### src/rtl/pipeline_pkg.sv
// pipeline_pkg: shared FSM state encoding and result-source selects
package pipeline_pkg;
  typedef enum logic [1:0] {RUN, FLUSH, MD_WAIT} state_t;
  localparam logic [1:0] ALU_RESULT = 2'b00;
  localparam logic [1:0] MEM_TO_REG = 2'b01;
  localparam logic [1:0] PC_PLUS = 2'b10;
  localparam logic [1:0] LUI_AUIPC = 2'b11;
  localparam int REM_W = 3;
endpackage

### src/rtl/sat_counter.sv
// sat_counter: saturating up-counter with synchronous clear
module sat_counter #(
  parameter int WIDTH = 32
) (
  input  logic             clk,
  input  logic             rst_n,
  input  logic             inc,
  input  logic             clear,
  output logic [WIDTH-1:0] count
);
  // clear beats increment; the count sticks at all-ones
  always_ff @(posedge clk or negedge rst_n)
    if (!rst_n) count <= '0;
    else if (clear) count <= '0;
    else if (inc && count != '1) count <= count + WIDTH'(1);
endmodule

### src/rtl/pipeline_ctrl.sv
// pipeline_ctrl: hazard stall/flush control; mul/div handshake enabled by PIPELINE_CTRL_MULDIV_EN
module pipeline_ctrl
  import pipeline_pkg::*;
#(
  parameter int FLUSH_CYCLES = 1,
  parameter int CNT_W = 32
) (
  input  logic             clk,
  input  logic             rst_n,
  input  logic [4:0]       id_rs1,
  input  logic [4:0]       id_rs2,
  input  logic             id_uses_rs1,
  input  logic             id_uses_rs2,
  input  logic             id_muldiv,
  input  logic [4:0]       ex_rd,
  input  logic [1:0]       ex_result_src,
  input  logic             ex_regfile_wr_enable,
  input  logic             ex_pc_src,
  input  logic             dmem_ready,
  input  logic             muldiv_done,
  input  logic             perf_clear,
  output logic             stall_if,
  output logic             stall_id,
  output logic             stall_ex,
  output logic             flush_id,
  output logic             flush_ex,
  output logic             muldiv_start,
  output logic [CNT_W-1:0] stall_count
);
`ifdef PIPELINE_CTRL_MULDIV_EN
  localparam bit MD_EN = 1'b1;
`else
  localparam bit MD_EN = 1'b0;
`endif
  state_t state, nxt;
  logic [REM_W-1:0] rem, rem_nxt;
  logic hold, bubble, flush, start, load_use;
  assign load_use = ex_regfile_wr_enable && ex_result_src == MEM_TO_REG && ex_rd != '0 &&
                    ((id_uses_rs1 && id_rs1 == ex_rd) || (id_uses_rs2 && id_rs2 == ex_rd));
  // state and flush-remaining registers
  always_ff @(posedge clk or negedge rst_n)
    if (!rst_n) begin
      state <= RUN;
      rem <= '0;
    end else begin
      state <= nxt;
      rem <= rem_nxt;
    end
  // next state and control: memory hold first, then flush, mul/div wait, redirect, load-use, mul/div launch
  always_comb begin
    nxt = state;
    rem_nxt = rem;
    hold = 1'b0;
    bubble = 1'b0;
    flush = 1'b0;
    start = 1'b0;
    if (!rst_n) nxt = RUN;
    else if (!dmem_ready) hold = 1'b1;
    else
      case (state)
        FLUSH: begin
          flush = 1'b1;
          rem_nxt = rem - REM_W'(1);
          nxt = rem == REM_W'(1) ? RUN : FLUSH;
        end
        MD_WAIT: begin
          bubble = MD_EN && !muldiv_done;
          nxt = MD_EN && !muldiv_done ? MD_WAIT : RUN;
        end
        default: begin
          if (ex_pc_src) begin
            flush = 1'b1;
            nxt = FLUSH_CYCLES > 1 ? FLUSH : RUN;
            rem_nxt = FLUSH_CYCLES > 1 ? REM_W'(FLUSH_CYCLES - 1) : rem;
          end else if (load_use) bubble = 1'b1;
          else if (MD_EN && id_muldiv) begin
            bubble = 1'b1;
            start = 1'b1;
            nxt = MD_WAIT;
          end
        end
      endcase
  end
  assign stall_if = hold | bubble;
  assign stall_id = hold | bubble;
  assign stall_ex = hold;
  assign flush_id = flush;
  assign flush_ex = flush | bubble;
  assign muldiv_start = start;
  sat_counter #(.WIDTH(CNT_W)) u_cnt (
    .clk(clk),
    .rst_n(rst_n),
    .inc(stall_if),
    .clear(perf_clear),
    .count(stall_count)
  );
endmodule

### config.mk
export PLATFORM = sky130hd
export DESIGN_NAME = pipeline_ctrl
export DESIGN_NICKNAME = d
export VERILOG_FILES = /design/src/rtl/pipeline_pkg.sv /design/src/rtl/sat_counter.sv /design/src/rtl/pipeline_ctrl.sv
export SDC_FILE = /design/constraint.sdc
export NUM_CORES = 1
export LEC_CHECK = 0
export ABC_AREA = 0
export CAP_MARGIN = 30
export CELL_PAD_IN_SITES_DETAIL_PLACEMENT = 2
export CELL_PAD_IN_SITES_GLOBAL_PLACEMENT = 2
export CORE_AREA = 2 2 89 91
export CTS_CLUSTER_DIAMETER = 200
export DETAILED_ROUTE_END_ITERATION = 7
export DIE_AREA = 0 0 91 93
export PLACE_DENSITY_LB_ADDON = 0.1
export SYNTH_ARGS = -nofsm -noshare
export SYNTH_HDL_FRONTEND = slang
export SYNTH_SLANG_ARGS = --single-unit
### constraint.sdc
create_clock -name clk -period 6.6 [get_ports clk]
set_clock_uncertainty 0.15 [all_clocks]
set_input_delay 1.32 -clock clk [delete_from_list [all_inputs] [get_ports clk]]
set_output_delay 1.32 -clock clk [all_outputs]
set_load 0.005 [all_outputs]
# Yosys cells after proc, flatten, opt, wreduce, memory -nomap -nowiden
# Cells that the tools add are included.
[totals] word_cells=46 reg_bits=37
[op_classes] reduce_logical=12 n_mux=18 eq_ne=9 addsub=2 bitwise_logic=2
[ops] operator="2-to-1 mux 32 bit" count=2
[ops] operator="adder 32 x 1 -> 32 bit (second input constant)" count=1
[ops] operator="inequality test 32 bit (second input constant)" count=1
[ops] operator="2-to-1 mux 1 bit" count=11
[ops] operator="equality test 5 bit" count=2
[ops] operator="logical AND 1 bit" count=6
[ops] operator="2-to-1 mux 2 bit" count=3
[ops] operator="nonzero test 5 bit" count=1
[ops] operator="equality test 2 x 1 -> 1 bit (second input constant)" count=2
[ops] operator="inequality test 4 x 1 -> 1 bit (second input constant)" count=1
[ops] operator="case mux 2 bit (2 select lines)" count=1
[ops] operator="equality test 3 x 1 -> 1 bit (second input constant)" count=1
[ops] operator="AND reduction 3 bit" count=1
[ops] operator="subtractor 3 x 1 -> 3 bit (second input constant)" count=1
[ops] operator="equality test 2 bit (second input constant)" count=1
[ops] operator="inequality test 2 x 1 -> 1 bit (second input constant)" count=1
[ops] operator="OR 1 bit" count=2
[ops] operator="case mux 1 bit (2 select lines)" count=1
[ops] operator="AND reduction 2 bit" count=1
[ops] operator="nonzero test 2 bit" count=1
[ops] operator="OR reduction 2 bit" count=1
[ops] operator="logical OR 1 bit" count=1

# Logic depth before layout (Yosys ltp)
[depth] depth_word=13 mapped_depth=9

# Hierarchy
# Synthesis repeated with hierarchy kept, for this count alone.
[unflattened] hier_cells=242 hier_area_um2=2237.1
[modules_own_cells] mod="sat_counter" cells_each=198 area_per_inst_um2=1854.3 n_inst=1 seq_area_each_um2=800.8
[modules_own_cells] mod="pipeline_ctrl" cells_each=44 area_per_inst_um2=382.9 n_inst=1 seq_area_each_um2=100.1

# Worst setup path after synthesis
# OpenSTA, ideal clock, no wires.
[synth_timing] path_type="input -> output" start="in ex_rd[1]" end="out stall_if" t_arrival_ns=2.306 cell_stages=6 slack_ns=2.824 cell_sequence="or4_1 -> nor2_1 -> nor4_1 -> nand2_1 -> nand2_1 -> buf_4"
[synth_between] elab_chain_len=10 word_cells_on_any_way=14
[synth_lines] element="start: declaration" line="pipeline_ctrl.sv:15" text="input logic [4:0] ex_rd,"
[synth_lines] element="equality test 5 bit" line="pipeline_ctrl.sv:39" text="((id_uses_rs1 && id_rs1 == ex_rd) || (id_uses_rs2 && id_rs2 == ex_rd));"
[synth_lines] element="logical AND 1 bit" line="pipeline_ctrl.sv:39"
[synth_lines] element="logical OR 1 bit" line="pipeline_ctrl.sv:39"
[synth_lines] element="logical AND 1 bit (*)" line="pipeline_ctrl.sv:38" text="assign load_use = ex_regfile_wr_enable && ex_result_src == MEM_TO_REG && ex_rd != '0 &&"
[synth_lines] element="2-to-1 mux 1 bit (*)" line="pipeline_ctrl.sv:75" text="end else if (load_use) bubble = 1'b1;"
[synth_lines] element="2-to-1 mux 1 bit (*)" line="pipeline_ctrl.sv:71" text="if (ex_pc_src) begin"
[synth_lines] element="2-to-1 mux 1 bit (*)" line="pipeline_ctrl.sv:60" text="case (state)"
[synth_lines] element="2-to-1 mux 1 bit (*)" line="pipeline_ctrl.sv:58" text="else if (!dmem_ready) hold = 1'b1;"
[synth_lines] element="2-to-1 mux 1 bit (*)" line="pipeline_ctrl.sv:57" text="if (!rst_n) nxt = RUN;"
[synth_lines] element="OR 1 bit (*)"
[synth_lines] element="end: declaration" line="pipeline_ctrl.sv:22" text="output logic stall_if,"
# Every way passes the cells marked *; elsewhere a longest branch is shown, timed or not.

# Final worst setup path
[layout_timing] start="in ex_rd[1]" end="out flush_ex"
[layout_between] elab_chain_len=10 word_cells_on_any_way=14
[layout_lines] element="equality test 5 bit" line="pipeline_ctrl.sv:39"
[layout_lines] element="logical AND 1 bit" line="pipeline_ctrl.sv:39"
[layout_lines] element="logical OR 1 bit" line="pipeline_ctrl.sv:39"
[layout_lines] element="logical AND 1 bit (*)" line="pipeline_ctrl.sv:38"
[layout_lines] element="2-to-1 mux 1 bit (*)" line="pipeline_ctrl.sv:75"
[layout_lines] element="2-to-1 mux 1 bit (*)" line="pipeline_ctrl.sv:71"
[layout_lines] element="2-to-1 mux 1 bit (*)" line="pipeline_ctrl.sv:60"
[layout_lines] element="2-to-1 mux 1 bit (*)" line="pipeline_ctrl.sv:58"
[layout_lines] element="2-to-1 mux 1 bit (*)" line="pipeline_ctrl.sv:57"
[layout_lines] element="OR 1 bit (*)" line="pipeline_ctrl.sv:88" text="assign flush_ex = flush | bubble;"
[layout_lines] element="end: declaration" line="pipeline_ctrl.sv:26" text="output logic flush_ex,"
# Marked as above.

==> summary.log <==
[outcome] outcome completed
[sta] maximum operating frequency 215 MHz
[yosys] net count after synthesis 276
[sta] Slew Limit Headroom 50.6%
[yosys] Yosys cell types 46
[pwr] portion of total power attributed to sequential cells 50.9%
[grt] initial antenna violation count 0
[pwr] sum of internal, switching and leakage power 0.000436 W
[setup_path] Worst path depth 7
[final_layout] Layout Area Growth over Synthesis 31.6%
[pwr] pwr dens 145 mW/mm^2
[detailed_routing] number of detailed-route iterations in the first pass 4
[setup_path] Crit path required time 5.13 ns
[final_layout] net count of the finished layout 331
[setup_path] number of cell instances on the worst register-to-register path 7
[floorplan] die extent in x 91 um
[place] gp weighted congestion 0.715
[grt] number of global-route vias before repair 2,281
[clocking] CTS clk-pin slew, worst paths 0.07 ns
[final_layout] leading cell types in the layout, fill and taps excluded clkdlybuf4s50_1 (59), dfrtp_1 (36), nand2_1 (20), a21oi_1 (20), nand3_1 (18)
[floorplan] row count 32
[setup_path] path type of the worst setup path input pin to output pin
[final_layout] multi-input logic area 0.00125 mm^2
[setup_path] setup slack on the worst flop-to-flop path 3.71 ns
[final_layout] Reg area 901 um^2
[setup_path] arrival time of data at the critical path endpoint 3.17 ns
[detailed_routing] number of vias after detailed routing 2,186
[setup_path] Crit. End Element output pin
[floorplan] Starting Density 30.3%
[final_layout] fin util 39.9%
[clocking] CTS tree built
[yosys] count of flip-flops with a built-in enable after synthesis 0
[final_layout] # fillers 891
[yosys] share of synthesized registers carrying an async set or reset 100%
[yosys] proportion of synthesized area in mux cells 1.75%
[floorplan] die extent in y 93 um
[sta] total negative slack for setup checks 0 ns
[yosys] flip-flop and latch count after synthesis 36
[grt] largest net degree at the start of global routing 45
[yosys] combinational family with the most area after synthesis simple AND/OR/NAND/NOR gates
[detailed_routing] final routed wire length divided by cell count 17.0 um
[final_layout] Antenna diodes 0
[job] number of maximum-capacitance constraint violations 0
[yosys] Post-Syn Area 0.00228 mm^2
[final_layout] most common library cell in the layout ignoring fill and taps clkdlybuf4s50_1
[clocking] number of buffers between clock root and the deepest sink 2
[pwr] Static Leak 1.06 nW
[floorplan] IO Pins 65
[pwr] switching power as a share of total power 24.8%
[setup_path] Worst R2R End u_cnt.count[23]$_DFFE_PN0P_
[place] half-perimeter wire length after detailed placement 4890 um
[grt] GR Overflow Total 0
[place] Port Buffer Count 61
[setup_path] worst reg2reg path startpoint u_cnt.count[0]$_DFFE_PN0P_
[grt] first-pass GRT wire length 11,700 um
[yosys] xor-xnor portion of the synthesized cell area 5.76%
[floorplan] Die Outline Area 0.00846 mm^2
[yosys] YS warnings 0
[setup_path] CP max stage delay 0.54 ns
[setup_path] critical path's most frequent cell clkdlybuf4s50_1
[clocking] number of buffers inserted for hold repair after clock tree synthesis 0
[setup_path] cell family contributing the most delay on the critical path buffers and inverters
[clocking] number of sinks on the clock net 36
[yosys] Top FF cell, synth dfrtp_1
[clocking] post-CTS setup buffer count 0
[setup_path] Startpoint Class input pin
[sta] hold violation count in the final report 0
[setup_path] largest fanout on the critical path 3
[yosys] share of the synthesized area in compound gates (AO/OA/AOI/OAI) 15.9%
[floorplan] core footprint 0.00753 mm^2
[pwr] P_sw 0.000108 W
[yosys] sequential cell area fraction in the yosys report 39.5%
[clocking] post-cts resize count 0
[setup_path] Slowest-stage cell, CP or4_1
[pwr] internal portion of total power 0.000328 W
[clocking] TritonCTS buffer count 5
[clocking] insertion delay of the later-clocked pin in the worst-skew pair 0.30 ns
[setup_path] end of the critical path flush_ex
[detailed_routing] number of vias per cell 5.41
[setup_path] WP buf/inv 2
[sta] Final Slew Violations 0
[pwr] Clk network pwr share 38.8%
[sta] post-route clock period utilization 70.4%
[yosys] Synth Area in Simple Gates 29.4%
[sta] unrepaired setup endpoints after global routing false
[detailed_routing] WL final 6880 um
[hold_path] Hold WC Path Type flip-flop to flip-flop
[grt] Total Routing Usage GR 17.1%
[detailed_routing] number of DRC markers after the initial detailed-route iteration 64
[yosys] mean post-synth cell area 9.28 um^2
[pwr] worst ir drop on vdd 0.0568 mV
[clocking] maximum level of the CTS H-tree 2
[final_layout] fraction of final layout cells with drive strength greater than 1 8.94%
[sta] setup violation total in the final timing report 0
[yosys] post-synthesis adder-cell area fraction 1.64%
[sta] Worst Max-Slew Pin Slew 0.741 ns
[yosys] number of standard cells after synthesis 246
[sta] minimum clock period 4.64 ns
[setup_path] critical-path cell list clkdlybuf4s50_1 > or4_1 > nor2_1 > nor4_1 > nand2_1 > o21ai_0 > clkdlybuf4s50_1
[pwr] logic gate share of total power 10.4%
[detailed_routing] remaining routing DRC violations 0
[clocking] Clock Tree Root clkbuf_8
[setup_path] Crit. Startpoint ex_rd[1]
[detailed_routing] count of nets left with antenna violations after detail routing 0
-- synthesized netlist by cell type, types with 2 or more instances --
cell type	number	area share [%]
ha_1	3	1.6
o21ai_0	6	1.3
mux2_4	2	1.3
o31ai_1	13	4.3
or4_1	17	5.6
buf_6	2	0.99
a21oi_1	20	4.4
inv_1	7	1.2
nor2_1	11	1.8
xnor2_1	13	5.0
nand2_1	20	3.3
nor2b_1	4	1.1
nand2_2	2	0.55
nor4_2	2	1.1
dfrtp_1	36	39
buf_2	2	0.44
xor2_1	2	0.77
buf_4	3	0.99
and3_1	2	0.55
o21ai_1	8	1.8
nand4_1	9	2.5
a21oi_2	4	1.5
clkbuf_1	5	0.82
nand3_1	18	3.9
and4_1	3	1.2
or3_1	12	3.3
-- metal layers --
| metal | vias up | part of all wire, % | track usage (%) |
|---|---|---|---|
| li1 | 1031 | - | - |
| met1 | 1106 | 48 | 23.0 |
| met2 | 42 | 47 | 28.4 |
| met3 | 7 | 3.3 | 3.71 |
| met4 | 0 | 0.97 | 3.79 |
| met5 | - | 0 | 0 |
-- metrics by stage --
| stage | std cells | hold WS (ns) | worst slack, ns | instance area (um^2) |
|---|---|---|---|---|
| global route | 404 | 0.345 | 1.80 | 3000 |
| finish | 404 | 0.333 | 1.96 | 3000 |
| CTS | 404 | 0.333 | 1.92 | 3000 |
| global placement | 396 | 0.316 | 1.93 | 2910 |
| detailed placement | 396 | 0.319 | 1.92 | 2910 |
| floorplan | 246 | 0.295 | 2.82 | 2280 |
-- worst min-delay path by stage --
stage	from	cells past startpoint	end	slack, ns
final	rem[2]$_DFFE_PN0P_	1	rem[2]$_DFFE_PN0P_	0.33
after global routing	rem[2]$_DFFE_PN0P_	1	rem[2]$_DFFE_PN0P_	0.34
after CTS	rem[2]$_DFFE_PN0P_	1	rem[2]$_DFFE_PN0P_	0.33
after detailed placement	rem[2]$_DFFE_PN0P_	1	rem[2]$_DFFE_PN0P_	0.32
after global placement	rem[2]$_DFFE_PN0P_	1	rem[2]$_DFFE_PN0P_	0.32
after floorplan	rem[2]$_DFFE_PN0P_	1	rem[2]$_DFFE_PN0P_	0.30
-- logic make-up (layout without fill, tap and decap cells) --
kind of cell | count (synthesis) | after routing
buf+inv | 21 | 77
mux | 3 | 3
fa+ha+maj | 3 | 3
flops | 36 | 36
simple gates | 110 | 110
compound gates | 57 | 57
xor+xnor | 15 | 15
other cells | 1 | 1
-- state kept, by name, indices dropped and copies added, names as in the netlist --
| name | flops |
|---|---|
| rem | 3 |
| state | 1 |
| u_cnt.count | 32 |
-- area by class of cell --
type / count / share of cell area [%]
clock buffer: 7 / 2.88
clock inverter: 1 / 0.250
inverter: 7 / 0.875
multi-input combinational: 189 / 41.5
sequential: 36 / 30.0
tap: 102 / 4.25
timing repair buffer: 62 / 20.2
-- power groups by stage --
stage | clock [W] | sequential [W] | combinational, W
detailed placement | 0 | 0.000226 | 0.0000463
global route | 0.000183 | 0.000222 | 0.0000504
floorplan | 0 | 0.000226 | 0.0000205
finish | 0.000169 | 0.000222 | 0.0000451
CTS | 0.000176 | 0.000221 | 0.0000466
global placement | 0 | 0.000226 | 0.0000458
Note: power is estimated with default switching activity, not from simulation.
